--- src/rtl/bsg_print_stat_snoop_buffered_pkg.sv ---
// bsg_print_stat_snoop_buffered_pkg: shared packet op codes, print-stat address and link width helpers
package bsg_print_stat_snoop_buffered_pkg;
  typedef enum logic [1:0] {
    e_remote_load,
    e_remote_store,
    e_remote_masked_store,
    e_remote_amo
  } bsg_manycore_packet_op_e;
  localparam int bsg_print_stat_epa_gp = 'h300;
  function automatic int safe_clog2(input int n);
    return n <= 1 ? 1 : $clog2(n);
  endfunction
  function automatic int link_sif_width(input int a, input int d, input int x, input int y);
    return (1 + (a + 2 + d + 2 * (x + y)) + 1) + (1 + d + 1);
  endfunction
endpackage

--- src/rtl/bsg_print_stat_snoop_buffered_fifo.sv ---
// bsg_print_stat_snoop_buffered_fifo: small one-read one-write record fifo with valid/yumi output
module bsg_print_stat_snoop_buffered_fifo #(
  parameter int width_p = 8,
  parameter int els_p = 8
) (
  input  logic               clk_i,
  input  logic               reset_i,
  input  logic               v_i,
  output logic               ready_o,
  input  logic [width_p-1:0] data_i,
  output logic               v_o,
  output logic [width_p-1:0] data_o,
  input  logic               yumi_i
);
  localparam int aw = $clog2(els_p);
  logic [width_p-1:0] mem [els_p];
  logic [aw:0] wp, rp;
  logic push;
  assign push = v_i && ready_o;
  assign v_o = wp != rp;
  assign ready_o = (wp ^ rp) != {1'b1, {aw{1'b0}}};
  assign data_o = mem[rp[aw-1:0]];
  always_ff @(posedge clk_i) begin
    wp <= reset_i ? '0 : push ? wp + 1'b1 : wp;
    rp <= reset_i ? '0 : yumi_i ? rp + 1'b1 : rp;
  end
  always_ff @(posedge clk_i) begin
    if (push) mem[wp[aw-1:0]] <= data_i;
  end
endmodule

--- src/rtl/bsg_print_stat_snoop_buffered.sv ---
// bsg_print_stat_snoop_buffered: passive multi-channel print-stat snooper with timestamped record fifo
module bsg_print_stat_snoop_buffered
  import bsg_print_stat_snoop_buffered_pkg::*;
#(
  parameter int data_width_p = 32,
  parameter int addr_width_p = 28,
  parameter int x_cord_width_p = 4,
  parameter int y_cord_width_p = 4,
  parameter int num_chan_p = 4,
  parameter int base_addr_p = bsg_print_stat_epa_gp >> 2,
  parameter int els_p = 8,
  parameter int timer_width_p = 32,
  parameter int drop_width_p = 16,
  localparam int chan_width_lp = safe_clog2(num_chan_p),
  localparam int link_sif_width_lp = link_sif_width(addr_width_p, data_width_p, x_cord_width_p, y_cord_width_p)
) (
  input  logic                         clk_i,
  input  logic                         reset_i,
  input  logic [link_sif_width_lp-1:0] loader_link_sif_in_i,
  input  logic [link_sif_width_lp-1:0] loader_link_sif_out_i,
  output logic                         v_o,
  output logic [chan_width_lp-1:0]     chan_o,
  output logic [data_width_p-1:0]      tag_o,
  output logic [x_cord_width_p-1:0]    src_x_o,
  output logic [y_cord_width_p-1:0]    src_y_o,
  output logic [timer_width_p-1:0]     time_o,
  input  logic                         yumi_i,
  output logic [drop_width_p-1:0]      drop_count_o,
  output logic                         overflow_o
);
  typedef struct packed {
    logic [addr_width_p-1:0]   addr;
    bsg_manycore_packet_op_e   op;
    logic [data_width_p-1:0]   payload;
    logic [y_cord_width_p-1:0] src_y;
    logic [x_cord_width_p-1:0] src_x;
    logic [y_cord_width_p-1:0] y_cord;
    logic [x_cord_width_p-1:0] x_cord;
  } packet_s;
  typedef struct packed {
    logic    v;
    packet_s data;
    logic    ready_and_rev;
  } fwd_s;
  typedef struct packed {
    logic                    v;
    logic [data_width_p-1:0] data;
    logic                    ready_and_rev;
  } rev_s;
  typedef struct packed {
    fwd_s fwd;
    rev_s rev;
  } link_sif_s;
  typedef struct packed {
    logic [chan_width_lp-1:0]  chan;
    logic [data_width_p-1:0]   tag;
    logic [x_cord_width_p-1:0] src_x;
    logic [y_cord_width_p-1:0] src_y;
    logic [timer_width_p-1:0]  stamp;
  } record_s;
  localparam logic [addr_width_p-1:0] base = addr_width_p'(base_addr_p);
  link_sif_s link_in, link_out;
  record_s rec_in, rec_out;
  logic [addr_width_p-1:0] offset;
  logic [timer_width_p-1:0] timer;
  logic hit, ready, unused;
  assign link_in = loader_link_sif_in_i;
  assign link_out = loader_link_sif_out_i;
  assign unused = ^{link_in, link_out};
  assign offset = link_in.fwd.data.addr - base;
  assign hit = link_in.fwd.v && link_out.fwd.ready_and_rev && link_in.fwd.data.op == e_remote_store
            && link_in.fwd.data.addr >= base && offset < addr_width_p'(num_chan_p);
  assign rec_in = '{chan: offset[chan_width_lp-1:0], tag: link_in.fwd.data.payload,
                    src_x: link_in.fwd.data.src_x, src_y: link_in.fwd.data.src_y, stamp: timer};
  always_ff @(posedge clk_i) begin
    timer <= reset_i ? '0 : timer + 1'b1;
    drop_count_o <= reset_i ? '0 : (hit && !ready && !(&drop_count_o)) ? drop_count_o + 1'b1 : drop_count_o;
    overflow_o <= reset_i ? 1'b0 : overflow_o || (hit && !ready);
  end
  bsg_print_stat_snoop_buffered_fifo #(
    .width_p($bits(record_s)),
    .els_p(els_p)
  ) fifo (
    .clk_i(clk_i),
    .reset_i(reset_i),
    .v_i(hit),
    .ready_o(ready),
    .data_i(rec_in),
    .v_o(v_o),
    .data_o(rec_out),
    .yumi_i(yumi_i)
  );
  assign chan_o = rec_out.chan;
  assign tag_o = rec_out.tag;
  assign src_x_o = rec_out.src_x;
  assign src_y_o = rec_out.src_y;
  assign time_o = rec_out.stamp;
endmodule

--- config.mk ---
export PLATFORM = sky130hd
export DESIGN_NAME = bsg_print_stat_snoop_buffered
export DESIGN_NICKNAME = d
export VERILOG_FILES = /design/src/rtl/bsg_print_stat_snoop_buffered_pkg.sv /design/src/rtl/bsg_print_stat_snoop_buffered_fifo.sv /design/src/rtl/bsg_print_stat_snoop_buffered.sv
export SDC_FILE = /design/constraint.sdc
export NUM_CORES = 1
export LEC_CHECK = 0
export ABC_CLOCK_PERIOD_IN_PS = 19700
export BUFFER_PORTS_ARGS = -buffer_cell sky130_fd_sc_hd__buf_2
export CELL_PAD_IN_SITES_DETAIL_PLACEMENT = 1
export CELL_PAD_IN_SITES_GLOBAL_PLACEMENT = 2
export CORE_MARGIN = 5
export CORE_UTILIZATION = 40
export CTS_CLUSTER_DIAMETER = 150
export DETAILED_ROUTE_END_ITERATION = 12
export PLACE_DENSITY = 0.74
export SLEW_MARGIN = 20
export SYNTH_ARGS = -nofsm -noshare
export SYNTH_HDL_FRONTEND = slang
export SYNTH_HIERARCHICAL = 1
export SYNTH_SLANG_ARGS = --single-unit
--- constraint.sdc ---
create_clock -name clk_i -period 19.7 [get_ports clk_i]
set_input_delay 4.925 -clock clk_i [delete_from_list [all_inputs] [get_ports clk_i]]
set_output_delay 4.925 -clock clk_i [all_outputs]
set_load 0.05 [all_outputs]
# Word-level counts from Yosys, hierarchy flattened
# Memory sizes are Yosys's and may differ from the RTL's. A register that Yosys moved wholly into a read port is not among the register bits.
# Cells that the tools add are included.
# Widths: inputs -> output; s select.
# totals
regBits	57
ram_bits	592
input_bits	231
out_inout_bits	92
word_cells	32
mem_count	1
# mem_list
name	depth	word_bits	rd	rd_clocked_by_memory_dff	wr	line	source
fifo.mem	8	74	1	1	1	bsg_print_stat_snoop_buffered_fifo.sv:16	logic [width_p-1:0] mem [els_p];
# op_classes
n_addsub	5
magnitude_cmp	2
n_eq_ne	3
mux	4
bitwise	1
reduce_logical	11
# ops
op	n
$add 32x1->32 const B	1
$ge 28x8->1 const B	1
$lt 28x3->1 const B	1
$sub 28x8->28 const B	1
$add 16x1->16 const B	1
$reduce_and 16->1	1
$add 4x1->4 const B	2
$logic_and 1x1->1	7
$mux 3	2
$ne 4x4->1	1
$ne 4x4->1 const B	1
$xor 4x4->4	1
$eq 2x1->1 const B	1
$logic_not 1->1	2
$mux 1	2
$logic_or 1x1->1	1

# Logic depth before layout (Yosys ltp)
# Gate-level depths: netlist (run 1).
# logic_depth
word_depth	7
depth_mapped	10
ltp_nobuf	9

# Hierarchy
# The synthesis (run 1) kept the hierarchy.
# modules_own_cells
mod	n_inst	cells_per_inst	area_per_inst_um2	seq_area_each_um2
bsg_print_stat_snoop_buffered_fifo	1	924	22821.9	17997.3
bsg_print_stat_snoop_buffered	1	299	2468.6	980.9

# Worst setup path after synthesis (run 1)
# Ideal clock, no wire load.
# synth_timing
path_kind	input to register
from	input loader_link_sif_in_i[100]
to	memory fifo/mem[3][0] in the netlist's numbering (enable)
setup_time_ns	0.714
arrival_ns	14.591
t_required_ns	18.986
setup_slack_ns	4.395
cell_stages	8
n_path_buf	1
cell_sequence	or3_1 buf_2 or3_1 o31a_1 or4_1 nor2_1 nand2_1 nor4b_1
# synth_between
elab_chain_len	6
elab_cells_between_ends	8
classes_between	add/sub: 1; order compare: 2; mux: 2; reduce/logical: 3
# synth_rtl
item	line	source
from (decl)	bsg_print_stat_snoop_buffered.sv:19	input logic [link_sif_width_lp-1:0] loader_link_sif_in_i,
$sub 28x8->28 / $ge 28x8->1 (equally long branches)	bsg_print_stat_snoop_buffered.sv:70, bsg_print_stat_snoop_buffered.sv:72	
$lt 28x3->1 / $logic_and 1x1->1 (equally long branches)	bsg_print_stat_snoop_buffered.sv:72	&& link_in.fwd.data.addr >= base && offset < addr_width_p'(num_chan_p);
$logic_and 1x1->1 (*)	bsg_print_stat_snoop_buffered.sv:72	
via hit	bsg_print_stat_snoop_buffered.sv:66	logic hit, ready, unused;
$logic_and 1x1->1 (*)	bsg_print_stat_snoop_buffered_fifo.sv:19	assign push = v_i && ready_o;
$mux 1 (*)	bsg_print_stat_snoop_buffered_fifo.sv:28	if (push) mem[wp[aw-1:0]] <= data_i;
$mux 1 (implied by the code) (*)	bsg_print_stat_snoop_buffered_fifo.sv:28	
to (decl)	bsg_print_stat_snoop_buffered_fifo.sv:16	
# Mark *: on every way through the listed nets, which the timed path passes. The rest lies on a longest branch.

==> reports/results.txt, run 1 <==
Mapped Nets -> 1,458
Int Power -> 2.37 mW
HPWL Detailed -> 29,200 um
FF+latch count, synth -> 652
core box area -> 62,900 sq um
vias in the first global route -> 13,700
first-pass GRT wire length -> 83,700 um
most common cell after layout, fill and taps aside -> edfxtp_1
synth-to-layout area growth -> 16.2%
Hold Path Class -> reg2reg
Inserted Clock Buffers -> 70
CTS resizes -> 0
clk slew on worst S/H paths -> 60 ps
leakage power -> 9.37 nW
Max FO, Critical Path -> 44
Psw -> 0.651 mW
WP data required -> 14,780 ps
FFs w/ async S/R, synth -> 0
initial antenna violation count -> 0
sequential-to-total area share from yosys stat -> 0.750
DRT antenna net count -> 0
Final setup viols -> 0
clk buf depth -> 3
Critical Path AT -> 4030 ps
RSZ-0062 raised after global routing -> false
Power Dens Cells -> 103 nW/um^2
Slew @ Worst Pin -> 929 ps
Clk network pwr share -> 0.434
Startpoint Class -> flip-flop
Post-Syn Area -> 25,300 sq um
post-route minimum period -> 8960 ps
CTS tree -> done
die height -> 261 um
Mapped Cells -> 1,223
Setup CP Type -> reg2out
vias per std cell -> 5.31
Top FF cell, synth -> edfxtp_1
gpl congestion -> 0.715
CTS root buffer -> clkbuf_16
EDFF count, synth -> 592
register share of total power -> 0.499
Yosys warnings -> 6
Synth cell types -> 47
Max H-tree Level -> 3
PortBufs -> 166
CTS Hold Bufs -> 0
pin count of the biggest net entering global routing -> 74
worst reg-to-reg setup slack -> 16,400 ps
max incr delay on CP -> 820 ps
VDD IR max -> 0.0000531 V
count of final max-slew check failures -> 0
nets -> 1,663
crit path max-delay cell type -> buf_4
CP cell instances -> buf_4, buf_4, mux4_2, mux2_2, buf_2
status -> finished, final reports clean
Slew headroom -> 0.381
number of post-CTS setup repair buffers -> 0
DRT Pass-1 Iters -> 5
final clock skew -> 16.7 ps
combinational fraction of design power -> 0.067
Final period util -> 0.455
final setup TNS -> 0 ps
Horiz. Die Dim -> 261 um
GRT Total Usage -> 0.161
clk sinks -> 652
Worst-Skew Late Latency -> 590 ps
I/O Pins -> 323
CP dominant cell by count -> buf_4
DRT iter0 DRCs -> 749
sw frac -> 0.215
WP buf/inv -> 3
DR DRC count -> 0
ratio of cells with drive above 1 in the final layout -> 0.361
max-cap viol count -> 0
FP Rows -> 92
Initial Util -> 0.402
Crit path max-delay family -> buffers and inverters
Worst Setup End Kind -> output port
DIE AREA -> 68,400 sq um
Synth Area per Inst -> 20.7 sq um
antenna cells -> 0
Final Hold Vio Count -> 0
total gr overflow -> 0
most frequent cells in the layout -> edfxtp_1, buf_2, mux4_2
Vias -> 12,400
fmax -> 112 MHz
final WL -> 54,400 um
fin util -> 0.468
Routed WL per cell -> 23.4 um
## per-stage QoR
step	setup slack, ps	area, sq um	std cells	total power [mW]	hold slack, ps
6_report	10740	29400	2328	3.02	469
5_1_grt	10360	29400	2328	3.14	517
4_1_cts	10490	29400	2328	3.07	471
3_5_place_dp	10240	27100	2202	1.75	453
3_3_place_gp	10240	27100	2202	1.74	444
2_1_floorplan	4390	25300	1223	1.69	484
## path summary, 6_finish.rpt
check | depth (start not counted) | startpoint | endpoint
max reg2reg | 7 | fifo/wp[1] | drop_count_o[11]
max | 5 | flip-flop | tag_o[24]
min reg2reg | 2 | overflow_o | overflow_o
min | 2 | overflow_o | overflow_o
## flip-flops by register name, indices dropped and copies added, names as in the netlist, named ones only
name and count:
fifo/mem 592, timer 32, drop_count_o 16, fifo/rp 4
fifo/wp 4, overflow_o 1
## synthesized netlist by cell type, drive strengths merged (14+ instances only)
| library cell | n | area [sq um] |
|---|---|---|
| edfxtp | 592 | 17800 |
| mux4 | 148 | 3330 |
| dfxtp | 60 | 1200 |
| or3 | 17 | 106 |
| buf | 31 | 238 |
| xor2 | 19 | 166 |
| clkbuf | 25 | 95.1 |
| o21ai | 14 | 70.1 |
| nor2 | 53 | 199 |
| nand2 | 17 | 63.8 |
| mux2 | 83 | 935 |
| a21oi | 14 | 70.1 |
| nand3 | 22 | 110 |
| nand4 | 14 | 87.6 |
## power groups by stage
stage | Sequential [mW] | Clock [mW] | Combinational (mW)
after floorplan | 1.53 | 0 | 0.163
after global placement | 1.54 | 0 | 0.202
after detailed placement | 1.54 | 0 | 0.205
after CTS | 1.51 | 1.35 | 0.206
after global routing | 1.51 | 1.42 | 0.215
final | 1.51 | 1.31 | 0.201
## cell type report
class / instances / area [sq um]
clock buffer: 91 / 1960
timing repair buffer: 189 / 1000
tap: 846 / 1060
multi-input combinational: 508 / 6000
sequential: 652 / 19000
inverter: 7 / 26.3
fill: 5857 / 33500
clock inverter: 35 / 352
## metal layers
layer,part of all wire,vias to the layer above,track usage
met1,0.43,6559,0.217
met3,0.049,68,0.0311
met4,0.015,0,0.0397
li1,-,5457,-
met5,0,-,0
met2,0.50,270,0.271
## worst reg2reg max path, cell delays in order, from the launching register on
cell and delay (ps):
dfxtp_1 450, xnor2_1 450, and4_1 590, inv_1 220, a311o_1 510, or4_1 550
or3_1 320, a21oi_1 140
## cell families after synthesis
family                   after synthesis  share of synthesized area
adder cells (fa/ha/maj)                4                    0.00198
AND/OR/NAND/NOR                      194                     0.0415
multiplexers                         234                      0.170
XOR/XNOR                              32                     0.0111
buffers and inverters                 63                     0.0142
flip-flops                           652                      0.750
AO/OA/AOI/OAI                         44                     0.0109
(Power assumes the default switching activity.)
==> run 2: changes to the inputs <==
ABC_CLOCK_PERIOD_IN_PS = 8300   (was 19700)
clock period = 8.3 ns   (was 19.7 ns; I/O delays follow)
==> reports/results.txt, run 2 (same netlist as run 1, synthesis figures left out) <==
RSZ-0062 raised after global routing -> false
Max H-tree Level -> 3
crit path from -> loader_link_sif_in_i[100]
synth-to-layout area growth -> 16.5%
nets -> 1,663
ratio of cells with drive above 1 in the final layout -> 0.359
Slew headroom -> 0.311
DRT antenna net count -> 0
r2r worst-path depth -> 7
most common cell after layout, fill and taps aside -> edfxtp_1
DIE AREA -> 68,400 sq um
max-cap viol count -> 0
leakage power -> 9.37 nW
CTS resizes -> 0
status -> finished, final reports clean
final clock skew -> 17.0 ps
Worst R2R End -> drop_count_o[11]
FP Rows -> 92
GRT Total Usage -> 0.162
core box area -> 62,900 sq um
die height -> 261 um
Vias -> 12,300
Reg area -> 19,000 sq um
initial antenna violation count -> 5
gpl congestion -> 0.698
VDD IR max -> 0.000112 V
DR DRC count -> 0
worst reg-to-reg setup slack -> 4490 ps
PortBufs -> 166
Worst Setup End Kind -> flip-flop
DRT Pass-1 Iters -> 5
fmax -> 173 MHz
first-pass GRT wire length -> 84,100 um
most frequent cells in the layout -> edfxtp_1, buf_2, mux4_2
I/O Pins -> 323
CTS root buffer -> clkbuf_16
pin count of the biggest net entering global routing -> 93
final setup TNS -> 0 ps
worst setup path end -> fifo/mem[5][39]
max FFs per register -> 592
Worst-Skew Late Latency -> 590 ps
clk slew on worst S/H paths -> 60 ps
fillers -> 5,874
Multi-input gate area -> 6060 sq um
r2r startpoint -> fifo/wp[1]
vias in the first global route -> 13,600
Slew @ Worst Pin -> 1030 ps
vias per std cell -> 5.25
clk sinks -> 652
Horiz. Die Dim -> 261 um
Hold Path Class -> reg2reg
Final setup viols -> 0
CTS Hold Bufs -> 0
total gr overflow -> 0
post-route minimum period -> 5770 ps
Final Hold Vio Count -> 0
Final period util -> 0.695
CTS tree -> done
Inserted Clock Buffers -> 70
Max FO, Critical Path -> 57
count of final max-slew check failures -> 0
Power Dens Cells -> 242 nW/um^2
clk buf depth -> 3
Final Power -> 7.11 mW
Setup CP Type -> in2reg
Initial Util -> 0.402
DRT iter0 DRCs -> 684
Routed WL per cell -> 23.4 um
Critical Path AT -> 5970 ps
worst hold margin -> 466 ps
HPWL Detailed -> 30,000 um
number of post-CTS setup repair buffers -> 0
WP data required -> 8500 ps
Startpoint Class -> primary input
fin util -> 0.469
final WL -> 54,600 um
[run 2: changes by cell type in the layout (fill, tap and decap cells not counted), moves of 3 or more]
cell        delta
diode_2        +4
nor4b_4        +3
clkinvlp_4     -3
buf_12         +3
nor4b_2        -3
clkinv_1       -4
buf_4          -3
clkbuf_1       +8
[run 2: layout make-up]
| cell class | count | area share |
|---|---|---|
| multi-input combinational | 508 | 0.206 |
| inverter | 7 | 0.000892 |
| antenna | 4 | 0.000340 |
| clock inverter | 31 | 0.0103 |
| sequential | 652 | 0.645 |
| timing repair buffer | 189 | 0.0353 |
| tap | 846 | 0.0359 |
| clock buffer | 97 | 0.0668 |
[run 2: worst max-delay path: stages]
cell and delay (ps):
buf_2 110, or3_1 510, nor4_1 530, a31oi_1 220, or4_1 530, nor2_1 480, nand2_1 320, nor4b_4 300
buf_4 830
[run 2: how the worst min path moves through the flow]
stage / start / end / cells after the start
CTS: overflow_o / overflow_o / 2
detailed placement: overflow_o / overflow_o / 2
floorplan: timer[0] / timer[0] / 1
global placement: overflow_o / overflow_o / 2
finish: overflow_o / overflow_o / 2
global route: overflow_o / overflow_o / 2
[run 2: stage by stage]
stage	setup slack, ps	cells	area (sq um)
final	2530	2334	29500
after global routing	2220	2331	29400
after CTS	2490	2330	29400
after detailed placement	1850	2202	27200
after global placement	1860	2202	27200
after floorplan	469	1223	25400
[run 2: report_power, final]
| part | internal, mW | switching, mW | total [mW] |
|---|---|---|---|
| Clock | 1.82 | 1.23 | 3.05 |
| Combinational | 0.189 | 0.288 | 0.477 |
| Sequential | 3.56 | 0.0265 | 3.59 |
| Total | 5.57 | 1.54 | 7.11 |
[run 2: metal layers]
layer | part of all wire | GRT usage
met1 | 0.43 | 0.214
met2 | 0.50 | 0.275
met3 | 0.045 | 0.0308
met4 | 0.021 | 0.0445
met5 | 0.00048 | 0
